[config.mk]
export PLATFORM = sky130hd
export DESIGN_NAME = prog_loader_flat
export DESIGN_NICKNAME = d
export VERILOG_FILES = /design/src/rtl/prog_loader_if.sv /design/src/rtl/prog_loader.sv /design/src/flat_wrapper.sv
export SDC_FILE = /design/constraint.sdc
export NUM_CORES = 1
export LEC_CHECK = 0
export CORE_UTILIZATION = 48
export CTS_BUF_LIST = sky130_fd_sc_hd__clkbuf_16
export DETAILED_ROUTE_END_ITERATION = 16
export PLACE_DENSITY = 0.75
export SLEW_MARGIN = 25
export SYNTH_ARGS = -nofsm -noshare
export SYNTH_HDL_FRONTEND = slang
export SYNTH_SLANG_ARGS = --single-unit
[constraint.sdc]
create_clock -name clk -period 2 [get_ports clk]
set_clock_uncertainty 0.15 [all_clocks]
set_input_delay 0.2 -clock clk [delete_from_list [all_inputs] [get_ports clk]]
set_output_delay 0.2 -clock clk [all_outputs]
set_load 0.005 [all_outputs]
[src/rtl/prog_loader_if.sv]
// Byte-stream loader bus: upstream valid/ready byte channel plus program-memory write port and status.
interface prog_loader_if #(
  parameter int ADDR_W = 10
);
  logic              rx_valid;
  logic [7:0]        rx_data;
  logic              rx_ready;
  logic              mem_we;
  logic [ADDR_W-1:0] mem_addr;
  logic [15:0]       mem_wdata;
  logic              cpu_run;
  logic              err;
  logic [ADDR_W:0]   word_count;

  modport master (
    output rx_valid, rx_data,
    input  rx_ready, mem_we, mem_addr, mem_wdata, cpu_run, err, word_count
  );

  modport slave (
    input  rx_valid, rx_data,
    output rx_ready, mem_we, mem_addr, mem_wdata, cpu_run, err, word_count
  );
endinterface

[src/rtl/prog_loader.sv]
// Loads a length-prefixed, XOR-checksummed word stream into program memory, then releases the CPU.
// Write strobe one cycle after the low byte; rx_ready drops for good once the load succeeds or fails.
module prog_loader #(
  parameter int ADDR_W    = 10,
  parameter int MAX_WORDS = 1024
) (
  input  logic         clk,
  input  logic         rst_n,
  prog_loader_if.slave bus
);

  typedef enum logic [2:0] {
    S_LEN_HI  = 3'd0,
    S_LEN_LO  = 3'd1,
    S_DATA_HI = 3'd2,
    S_DATA_LO = 3'd3,
    S_CHK     = 3'd4,
    S_RUN     = 3'd5,
    S_ERR     = 3'd6
  } state_e;

  localparam logic [31:0] MAX_N = 32'(MAX_WORDS);

  state_e            state_q, state_d;
  logic              out_en_q;
  logic [15:0]       len_q, len_d;
  logic [7:0]        hi_q, hi_d;
  logic [7:0]        csum_q, csum_d;
  logic              mem_we_q, mem_we_d;
  logic [ADDR_W-1:0] addr_q, addr_d;
  logic [15:0]       wdata_q, wdata_d;
  logic [ADDR_W:0]   cnt_q, cnt_d;

  logic              rdy;
  logic              run;
  logic              fail;
  logic              accept;
  logic [15:0]       len_rx;
  logic              len_bad;
  logic              last_word;

  assign accept    = bus.rx_valid & rdy;
  assign len_rx    = {len_q[15:8], bus.rx_data};
  assign len_bad   = (len_rx == 16'd0) || (32'(len_rx) > MAX_N);
  assign last_word = (32'(cnt_q) + 32'd1) == 32'(len_q);

  always_ff @(posedge clk or negedge rst_n) begin
    if (!rst_n) begin
      state_q <= S_LEN_HI;
    end else begin
      state_q <= state_d;
    end
  end

  always_comb begin
    state_d = state_q;
    if (accept) begin
      unique case (state_q)
        S_LEN_HI:  state_d = S_LEN_LO;
        S_LEN_LO:  state_d = len_bad ? S_ERR : S_DATA_HI;
        S_DATA_HI: state_d = S_DATA_LO;
        S_DATA_LO: state_d = last_word ? S_CHK : S_DATA_HI;
        S_CHK:     state_d = (bus.rx_data == csum_q) ? S_RUN : S_ERR;
        default:   state_d = state_q;
      endcase
    end
  end

  // out_en_q keeps rx_ready low until the first edge after reset release
  always_comb begin
    rdy  = 1'b0;
    run  = 1'b0;
    fail = 1'b0;
    unique case (state_q)
      S_LEN_HI, S_LEN_LO, S_DATA_HI, S_DATA_LO, S_CHK: rdy = out_en_q;
      S_RUN:   run  = 1'b1;
      S_ERR:   fail = 1'b1;
      default: rdy  = 1'b0;
    endcase
  end

  always_comb begin
    len_d    = len_q;
    hi_d     = hi_q;
    csum_d   = csum_q;
    mem_we_d = 1'b0;
    addr_d   = addr_q;
    wdata_d  = wdata_q;
    cnt_d    = cnt_q;
    if (accept) begin
      unique case (state_q)
        S_LEN_HI: begin
          len_d[15:8] = bus.rx_data;
          csum_d      = csum_q ^ bus.rx_data;
        end
        S_LEN_LO: begin
          len_d[7:0] = bus.rx_data;
          csum_d     = csum_q ^ bus.rx_data;
        end
        S_DATA_HI: begin
          hi_d   = bus.rx_data;
          csum_d = csum_q ^ bus.rx_data;
        end
        S_DATA_LO: begin
          mem_we_d = 1'b1;
          addr_d   = cnt_q[ADDR_W-1:0];
          wdata_d  = {hi_q, bus.rx_data};
          cnt_d    = cnt_q + (ADDR_W+1)'(1);
          csum_d   = csum_q ^ bus.rx_data;
        end
        default: begin
          csum_d = csum_q;
        end
      endcase
    end
  end

  always_ff @(posedge clk or negedge rst_n) begin
    if (!rst_n) begin
      out_en_q <= 1'b0;
      len_q    <= '0;
      hi_q     <= '0;
      csum_q   <= '0;
      mem_we_q <= 1'b0;
      addr_q   <= '0;
      wdata_q  <= '0;
      cnt_q    <= '0;
    end else begin
      out_en_q <= 1'b1;
      len_q    <= len_d;
      hi_q     <= hi_d;
      csum_q   <= csum_d;
      mem_we_q <= mem_we_d;
      addr_q   <= addr_d;
      wdata_q  <= wdata_d;
      cnt_q    <= cnt_d;
    end
  end

  assign bus.rx_ready   = rdy;
  assign bus.cpu_run    = run;
  assign bus.err        = fail;
  assign bus.mem_we     = mem_we_q;
  assign bus.mem_addr   = addr_q;
  assign bus.mem_wdata  = wdata_q;
  assign bus.word_count = cnt_q;

endmodule
[src/flat_wrapper.sv]
// flat-port wrapper written by rule: the top's interface ports become plain ports
module prog_loader_flat 
#(
  parameter int ADDR_W    = 10,
  parameter int MAX_WORDS = 1024
)
  (clk, rst_n, bus_rx_valid, bus_rx_data, bus_rx_ready, bus_mem_we, bus_mem_addr, bus_mem_wdata, bus_cpu_run, bus_err, bus_word_count);
  prog_loader_if #(.ADDR_W(ADDR_W)) bus_i ();
  input  logic clk;
  input  logic rst_n;
  input wire logic [$bits(bus_i.rx_valid)-1:0] bus_rx_valid;
  input wire logic [$bits(bus_i.rx_data)-1:0] bus_rx_data;
  output wire logic [$bits(bus_i.rx_ready)-1:0] bus_rx_ready;
  output wire logic [$bits(bus_i.mem_we)-1:0] bus_mem_we;
  output wire logic [$bits(bus_i.mem_addr)-1:0] bus_mem_addr;
  output wire logic [$bits(bus_i.mem_wdata)-1:0] bus_mem_wdata;
  output wire logic [$bits(bus_i.cpu_run)-1:0] bus_cpu_run;
  output wire logic [$bits(bus_i.err)-1:0] bus_err;
  output wire logic [$bits(bus_i.word_count)-1:0] bus_word_count;
  assign bus_i.rx_valid = bus_rx_valid;
  assign bus_i.rx_data = bus_rx_data;
  assign bus_rx_ready = bus_i.rx_ready;
  assign bus_mem_we = bus_i.mem_we;
  assign bus_mem_addr = bus_i.mem_addr;
  assign bus_mem_wdata = bus_i.mem_wdata;
  assign bus_cpu_run = bus_i.cpu_run;
  assign bus_err = bus_i.err;
  assign bus_word_count = bus_i.word_count;
  prog_loader #(.ADDR_W(ADDR_W), .MAX_WORDS(MAX_WORDS)) u_core (.clk(clk), .rst_n(rst_n), .bus(bus_i));
endmodule
# Yosys cells after proc, flatten, opt, wreduce, memory -nomap -nowiden

Index checks and enable logic that the tools add are counted.

Bits of input ports: 11
Register bits after elaboration: 74
Logic and storage cells: 44
Output and inout port bits: 41

Mux-type cells: 9
Reductions and logical operators: 12
Bitwise logic cells: 2
Magnitude comparators: 1
Eq/ne operators: 8
$add $sub $neg: 2

Operators with widths:

| kind                    | count |
|---|---|
| $eq A32 B16 Y1          | 1 |
| $gt A16 B11 Y1 const B  | 1 |
| $logic_not A16 Y1       | 1 |
| $pmux W3 S5             | 1 |
| $add A11 B1 Y12 const B | 1 |
| $reduce_and A2 Y1       | 6 |
| $add A11 B1 Y11 const B | 1 |
| $eq A3 B3 Y1 const B    | 3 |
| $eq A8 B8 Y1            | 1 |
| $xor A8 B8 Y8           | 1 |
| $eq A3 B2 Y1 const B    | 2 |
| $mux W3                 | 2 |
| $mux W1                 | 5 |
| $reduce_bool A5 Y1      | 1 |
| $reduce_or A5 Y1        | 1 |
| $reduce_or A4 Y1        | 1 |
| $eq A3 B1 Y1 const B    | 1 |
| $logic_not A3 Y1        | 1 |
| $mux W2                 | 1 |
| $and A1 B1 Y1           | 1 |
| $logic_or A1 B1 Y1      | 1 |

# Depth between registers and ports, before layout

Gate-level depths: netlist of the first run.

Word-level depth: 5
Gate-level depth with buffers: 7

# Least setup slack after synthesis of the first run

Ideal clock, no wire load.

Path kind: register to register
From: reg u_core.cnt_q[0] (netlist: u_core.bus.word_count[0])
To: reg u_core.state_q[1]
Buffers on the path: 1
Setup slack: -90 ps
Library setup time: 133 ps
Cell stages (with the launch flop): 7
Period minus slack after synthesis: 2090 ps
Data arrival time: 1807 ps
Path through: dfrtp_1 > ha_1 > and3_1 > buf_2 > a311o_1 > a2111oi_2 > a21oi_1

Cells in the longest elaborated chain, start to end: 4

Ends and longest elaborated chain:

| what                     | RTL line           | source |
|---|---|---|
| start: declaration       | prog_loader.sv:32  | `logic [ADDR_W:0] cnt_q, cnt_d;` |
| start signal: assignment | prog_loader.sv:136 | `cnt_q <= cnt_d;` |
| $add A11 B1 Y12          | prog_loader.sv:45  | `assign last_word = (32'(cnt_q) + 32'd1) == 32'(len_q);` |
| $eq A32 B16 Y1           | prog_loader.sv:45  |  |
| $mux W3                  | prog_loader.sv:62  | `S_DATA_LO: state_d = last_word ? S_CHK : S_DATA_HI;` |
| $pmux W3 S5              | prog_loader.sv:58  | `unique case (state_q)` |
| end signal: assignment   | prog_loader.sv:51  | `state_q <= state_d;` |
| end: declaration         | prog_loader.sv:24  | `state_e state_q, state_d;` |

Every way passes these cells.
A chain may end at the register's enable or synchronous reset.

# Final worst setup path of the first run

From: reg u_core.cnt_q[3] (netlist: u_core.bus.word_count[3])
To: reg u_core.state_q[2]

Same word-level chain as after synthesis.

==> run metrics, run 1 <==
clock root buffer=clkbuf_16; drt pass-1 iters=4; clock latency at the later pin of the worst-skew pair=0.33 ns; final hold vios=0; top cells by count, synth=nand2_1, dfrtp_1, xnor2_1, mux2_2, nor2_1; Worst Setup Slack, final=-0.06793 ns; GP Congestion=0.8648; Worst EP required=2.07 ns; Critical R2R Launch=u_core.bus.word_count[3]; antenna diode count=0; die span in y=86 um; synth top area cells=dfrtp_1, nand2_1, xnor2_1, mux2_2, xor2_1; CTS tree=done; area delta synth->final=38.42%; core area=6794 um^2; final setup violation count=2; Final ANT Viol Nets=0; Post-Syn Area per Cell=10.39 um^2; Peak VDD IR=631.0 uV; Detailed Route Iter0 Violations=147; max-cap violations=0; pre-CTS WS=-0.1241 ns; Synth Cell Area=3387 um^2; unique cell type count in the Yosys netlist=42; H-tree level count=3; Worst setup SP type=flip-flop; Tmin final=2.068 ns; status=finished, violations left; vias in the first global route=2,846; Mapped Cells=326; Worst setup EP type=flip-flop; Max Clk Rate=0.4836 GHz; Synth Net Count=338; Routed WL=8.304 mm; Num CTS Buffers=9; Clock Path Buffers=2; total gr overflow=0; via count=2,734; failing checks=setup timing; # DRC=0; Num Clock Sinks=74; largest net degree at the start of global routing=75; fin nets=427; Static Leak=2.142 nW; RR Endpoint=u_core.state_q[2]; IO Port Bufs=51; Starting Density=49.85%; WL/cell=16.09 um; Post-synth top flop=dfrtp_1; sequential cell area fraction in the yosys report=54.67%; R2R setup slack=-0.07 ns; Slew Limit Headroom=64.32%; total track usage=24.19%; antenna violations before repair=0; Worst Setup Path Type=reg -> reg; HPWL Detailed=5.662 mm; drt via density=5.298; Overall Power=5.917 mW; Ports=52; share of the synthesized area in the top cell type=54.67%; cell with the most instances after synthesis=nand2_1; number of synthesized flops with an enable pin=0; min-delay worst type=in -> async; final std cells w/o fill=516; CP max FO=5; first-pass GRT wire length=13.60 mm; Die W=86 um; dpl cells=493; Final period util=103.4%; Rows=30; post-synthesis register bit count=74; Synth Warn #=0; CP arrival=2.14 ns; Fin Setup TNS=-0.08414 ns; Die ar.=7396 um^2; ys async rst share=100.0%; unrepaired setup endpoints after global routing=true; Slew Viols, Final=0; r2r worst-path depth=5; Synth area leader=dfrtp_1; Worst-path clk slew=0.06 ns; Power Dens Cells=1262 nW/um^2; Worst Tran Pin Value=0.5304 ns; ratio of cells with drive above 1 in the final layout=24.52%
-- through the flow --
step / utilization [%] / instance area (um^2) / hold slack (ns)
2_1_floorplan: - / 3402 / -0.2456
3_3_place_gp: 62.71 / 4260 / 0.1096
3_5_place_dp: 62.71 / 4260 / 0.1092
4_1_cts: 67.66 / 4597 / 0.3044
5_1_grt: 69.01 / 4688 / 0.3436
6_report: 69.01 / 4688 / 0.2782
-- final cells by class --
class / count / area (um^2)
clock buffers: 9 / 225.2
fillers: 523 / 2106
clock inverters: 7 / 68.82
multi-input cells: 231 / 1525
flip-flops and latches: 74 / 1857
inverters: 5 / 18.77
repair buffers: 94 / 873.3
well taps: 96 / 120.1
-- worst max-delay path: stages, from the launching register on --
cell	delay, ns
dfrtp_1	0.48
nand4_4	0.18
or4_4	0.46
and3_4	0.16
or3_4	0.34
a21o_1	0.18
-- routing by layer --
layer / routed length, um / GRT usage [%] / up-vias
met2: 4294 / 41.85 / 98
met1: 3413 / 29.86 / 1350
met4: 198 / 10.15 / 0
met5: 0 / 0 / -
li1: - / - / 1262
met3: 397 / 4.235 / 24
-- repair_timing --
item	in CTS	in global routing
setup buffers	2	4
pin swaps	0	3
endpoints found under the hold margin	74	0
endpoints found under the setup margin	3	4
gates resized for setup	4	15
hold buffers	1	0
-- power breakdown --
part	internal, mW	total [mW]	switching, mW	leakage, nW
clock network	0.962	1.58	0.619	0.143
logic	1.11	1.86	0.748	1.06
registers	2.02	2.47	0.452	0.940
total	4.10	5.92	1.82	2.14
-- layout by cell type (no fill, tap or decap), drive strengths merged, types with 2 or more instances in the layout --
master,instances
or3,3
o21ai,8
dfrtp,74
nand4,3
nand3,5
a2111oi,2
o2111ai,2
and3,8
mux2,23
nor4,4
and2,4
clkinv,4
nor3,5
a21oi,3
clkbuf,10
xor2,8
nand2,98
xnor2,30
buf,42
clkdlybuf4s50,50
nor2,9
inv,6
-- sequential cells by signal, indices dropped and copies added, names as in the netlist --
register and cells:
u_core.hi_q 8, u_core.bus.word_count 11, u_core.bus.mem_we 1, u_core.out_en_q 1
u_core.bus.mem_addr 10, u_core.csum_q 8, u_core.bus.mem_wdata 16, u_core.state_q 3
u_core.len_q 16
-- how the worst max path moves through the flow --
stage	start	end	slack [ns]	cells after the start
after global routing	u_core.bus.word_count[0]	u_core.state_q[2]	-0.08	6
after global placement	bus_rx_data[7]	u_core.state_q[2]	-0.04	7
after detailed placement	bus_rx_data[6]	u_core.state_q[2]	-0.12	7
after floorplan	u_core.bus.word_count[0]	u_core.state_q[1]	0.02	7
final	u_core.bus.word_count[3]	u_core.state_q[2]	-0.07	5
after CTS	u_core.state_q[0]	bus_cpu_run	0.0005	4
-- logic make-up (layout without fill, tap and decap cells) --
| kind of cell | Yosys count | in the layout | share of synthesized area, % |
|---|---|---|---|
| flip-flops | 74 | 74 | 54.67 |
| adder cells (fa/ha/maj) | 1 | 1 | 0.3694 |
| AND/OR/NAND/NOR | 141 | 141 | 18.84 |
| other | 1 | 1 | 0.1107 |
| buffers and inverters | 21 | 115 | 2.771 |
| multiplexers | 23 | 23 | 7.647 |
| XOR/XNOR | 38 | 38 | 9.826 |
| AO/OA/AOI/OAI | 27 | 27 | 5.764 |
No activity file was read; power rests on OpenSTA's default activity.
==> run 2: changes to the inputs <==
- SLEW_MARGIN: 25 -> not set
==> results of run 2 <==
Final layout, timing and power as in run 1 (identical DEF).
==> run 3: changes to the inputs <==
- CORE_UTILIZATION: 48 -> 37
- CTS_CLUSTER_DIAMETER: not set -> 200
- PLACE_DENSITY: 0.75 -> not set
==> run metrics, run 3 (same netlist as run 1, synthesis figures left out) <==
total gr overflow=0 (unchanged); min-delay worst type=in -> async; Worst EP required=2.08 ns (about the same); met2 WL=3.971 mm (-7.5%); Fin Setup TNS=0 ns (+0.08414 ns); Die W=97.68 um (+14%); GP Congestion=0.8010 (-7.4%); largest net degree at the start of global routing=37 (-51%); Peak VDD IR=637.2 uV (+0.98%); Worst setup SP type=flip-flop; antenna violations before repair=0 (unchanged); Num CTS Buffers=9 (unchanged); H-tree level count=3 (unchanged); final std cells w/o fill=525 (+1.7%); Num Clock Sinks=74 (unchanged); Critical R2R Launch=u_core.bus.word_count[2]; Worst-path clk slew=0.06 ns (about the same); IO Port Bufs=51 (unchanged); most common cell after layout, fill and taps aside=nand2_1; Die ar.=9540 um^2 (+29%); filler instances=773 (+48%); CP max FO=5 (unchanged); Routed WL=8.274 mm (-0.36%); r2r worst-path depth=5 (unchanged); hold slack=0.1652 ns (-0.1131 ns); drt via density=5.032 (-5.0%); die span in y=97.68 um (+14%); final setup violation count=0 (-2); Detailed Route Iter0 Violations=122 (-17%); WL/cell=15.76 um (-2.1%); vias in the first global route=2,641 (-7.2%); Multi-input gate area=1536 um^2 (+0.74%); routed wire length on met3=252 um (-37%); Ports=52 (unchanged); fin nets=424 (-0.70%); first-pass GRT wire length=13.62 mm (+0.15%); commonest non-fill, non-tap cells in the layout=nand2_1, dfrtp_1, clkdlybuf4s50_1; R2R setup slack=0.05 ns (+0.12 ns); FF+latch area=1859 um^2 (+0.13%); Static Leak=2.149 nW (+0.31%); core area=8806 um^2 (+30%); final hold vios=0 (unchanged); uppermost layer routed=met4; Clock Path Buffers=2 (unchanged); Rows=34 (+13%); area delta synth->final=39.42%; Post-DP Area=4290 um^2 (+0.70%); ratio of cells with drive above 1 in the final layout=24.94% (+0.42 points); Overall Power=5.950 mW (+0.57%); max-cap violations=0 (unchanged); RR Endpoint=u_core.state_q[2]; clock root buffer=clkbuf_16; Final ANT Viol Nets=0 (unchanged); Tmin final=1.952 ns (-0.1161 ns); CP arrival=2.03 ns (-0.11 ns); # DRC=8 (+8); dpl cells=505 (+2.4%); Worst Setup Path Type=reg -> reg; antenna diode count=0 (unchanged); clock latency at the later pin of the worst-skew pair=0.34 ns (about the same); failing checks=DRC; Metal-1 WL=3.868 mm (+13%); Power Dens Cells=1260 nW/um^2 (-0.15%); total track usage=18.35% (-5.8 points); Slew Viols, Final=0 (unchanged); Max Clk Rate=0.5123 GHz (+5.9%); via count=2,642 (-3.4%); Starting Density=38.46% (-11 points); pre-CTS WS=-0.1439 ns (-0.01976 ns); CTS tree=done; drt pass-1 iters=10 (+6); status=finished, violations left; Final period util=97.59% (-5.8 points); Non-Filler Cell Area, Final=4722 um^2 (+0.72%); post-layout util=53.62% (-15 points); Worst Setup Slack, final=0.04820 ns (+0.1161 ns); HPWL Detailed=5.793 mm (+2.3%); Worst setup EP type=flip-flop
==> run 3: cell count changes in the layout (fill, tap and decap cells not counted), sizes merged <==
cell           delta
buf               -2
clkinv            -2
inv               +2
clkbuf            -1
clkdlybuf4s50     -1
dlymetal6s2s      +1
==> run 3: layout make-up <==
class                      instances  share of cell area [%]
timing repair buffer              91                   18.28
clock inverter                     7                   1.775
multi-input combinational        231                   32.54
tap                              108                   2.862
sequential                        74                   39.37
inverter                           5                  0.3975
clock buffer                       9                   4.769
==> run 3: what timing repair did <==
| action | CTS | global route |
|---|---|---|
| resized for setup | 7 | 15 |
| buffers inserted | 0 | 3 |
| hold endpoints to repair | 74 | 0 |
| pin swaps | 0 | 3 |
| setup endpoints to repair | 4 | 4 |
| hold buffers | 1 | 0 |
==> run 3: power by group <==
| part | switching, mW | leakage (nW) | internal (mW) |
|---|---|---|---|
| Combinational | 0.719 | 1.06 | 1.10 |
| Sequential | 0.435 | 0.938 | 2.02 |
| Clock | 0.688 | 0.149 | 0.988 |
==> run 3: routing by layer <==
metal	vias to the layer above	global-route usage, %
li1	1264	-
met1	1307	24.18
met2	56	29.41
met3	15	3.022
met4	0	8.858
met5	-	0
==> run 3: worst max path at each step <==
stage,endpoint,slack (ns),start,cells after the start
floorplan,u_core.state_q[1],0.02,u_core.bus.word_count[0],7
global placement,u_core.state_q[1],-0.03,bus_rx_valid,6
detailed placement,u_core.state_q[1],-0.14,bus_rx_valid,6
CTS,u_core.state_q[2],0.008,u_core.bus.word_count[3],5
global route,u_core.state_q[1],-0.007,u_core.bus.word_count[0],6
finish,u_core.state_q[2],0.05,u_core.bus.word_count[2],5
==> run 3: worst max-delay path, cell delays in order, from the launching register on <==
cell and delay [ns]:
dfrtp_2 0.42, nand3_2 0.10, or4_4 0.51, and3_1 0.16, or3_4 0.33, a21o_1 0.16
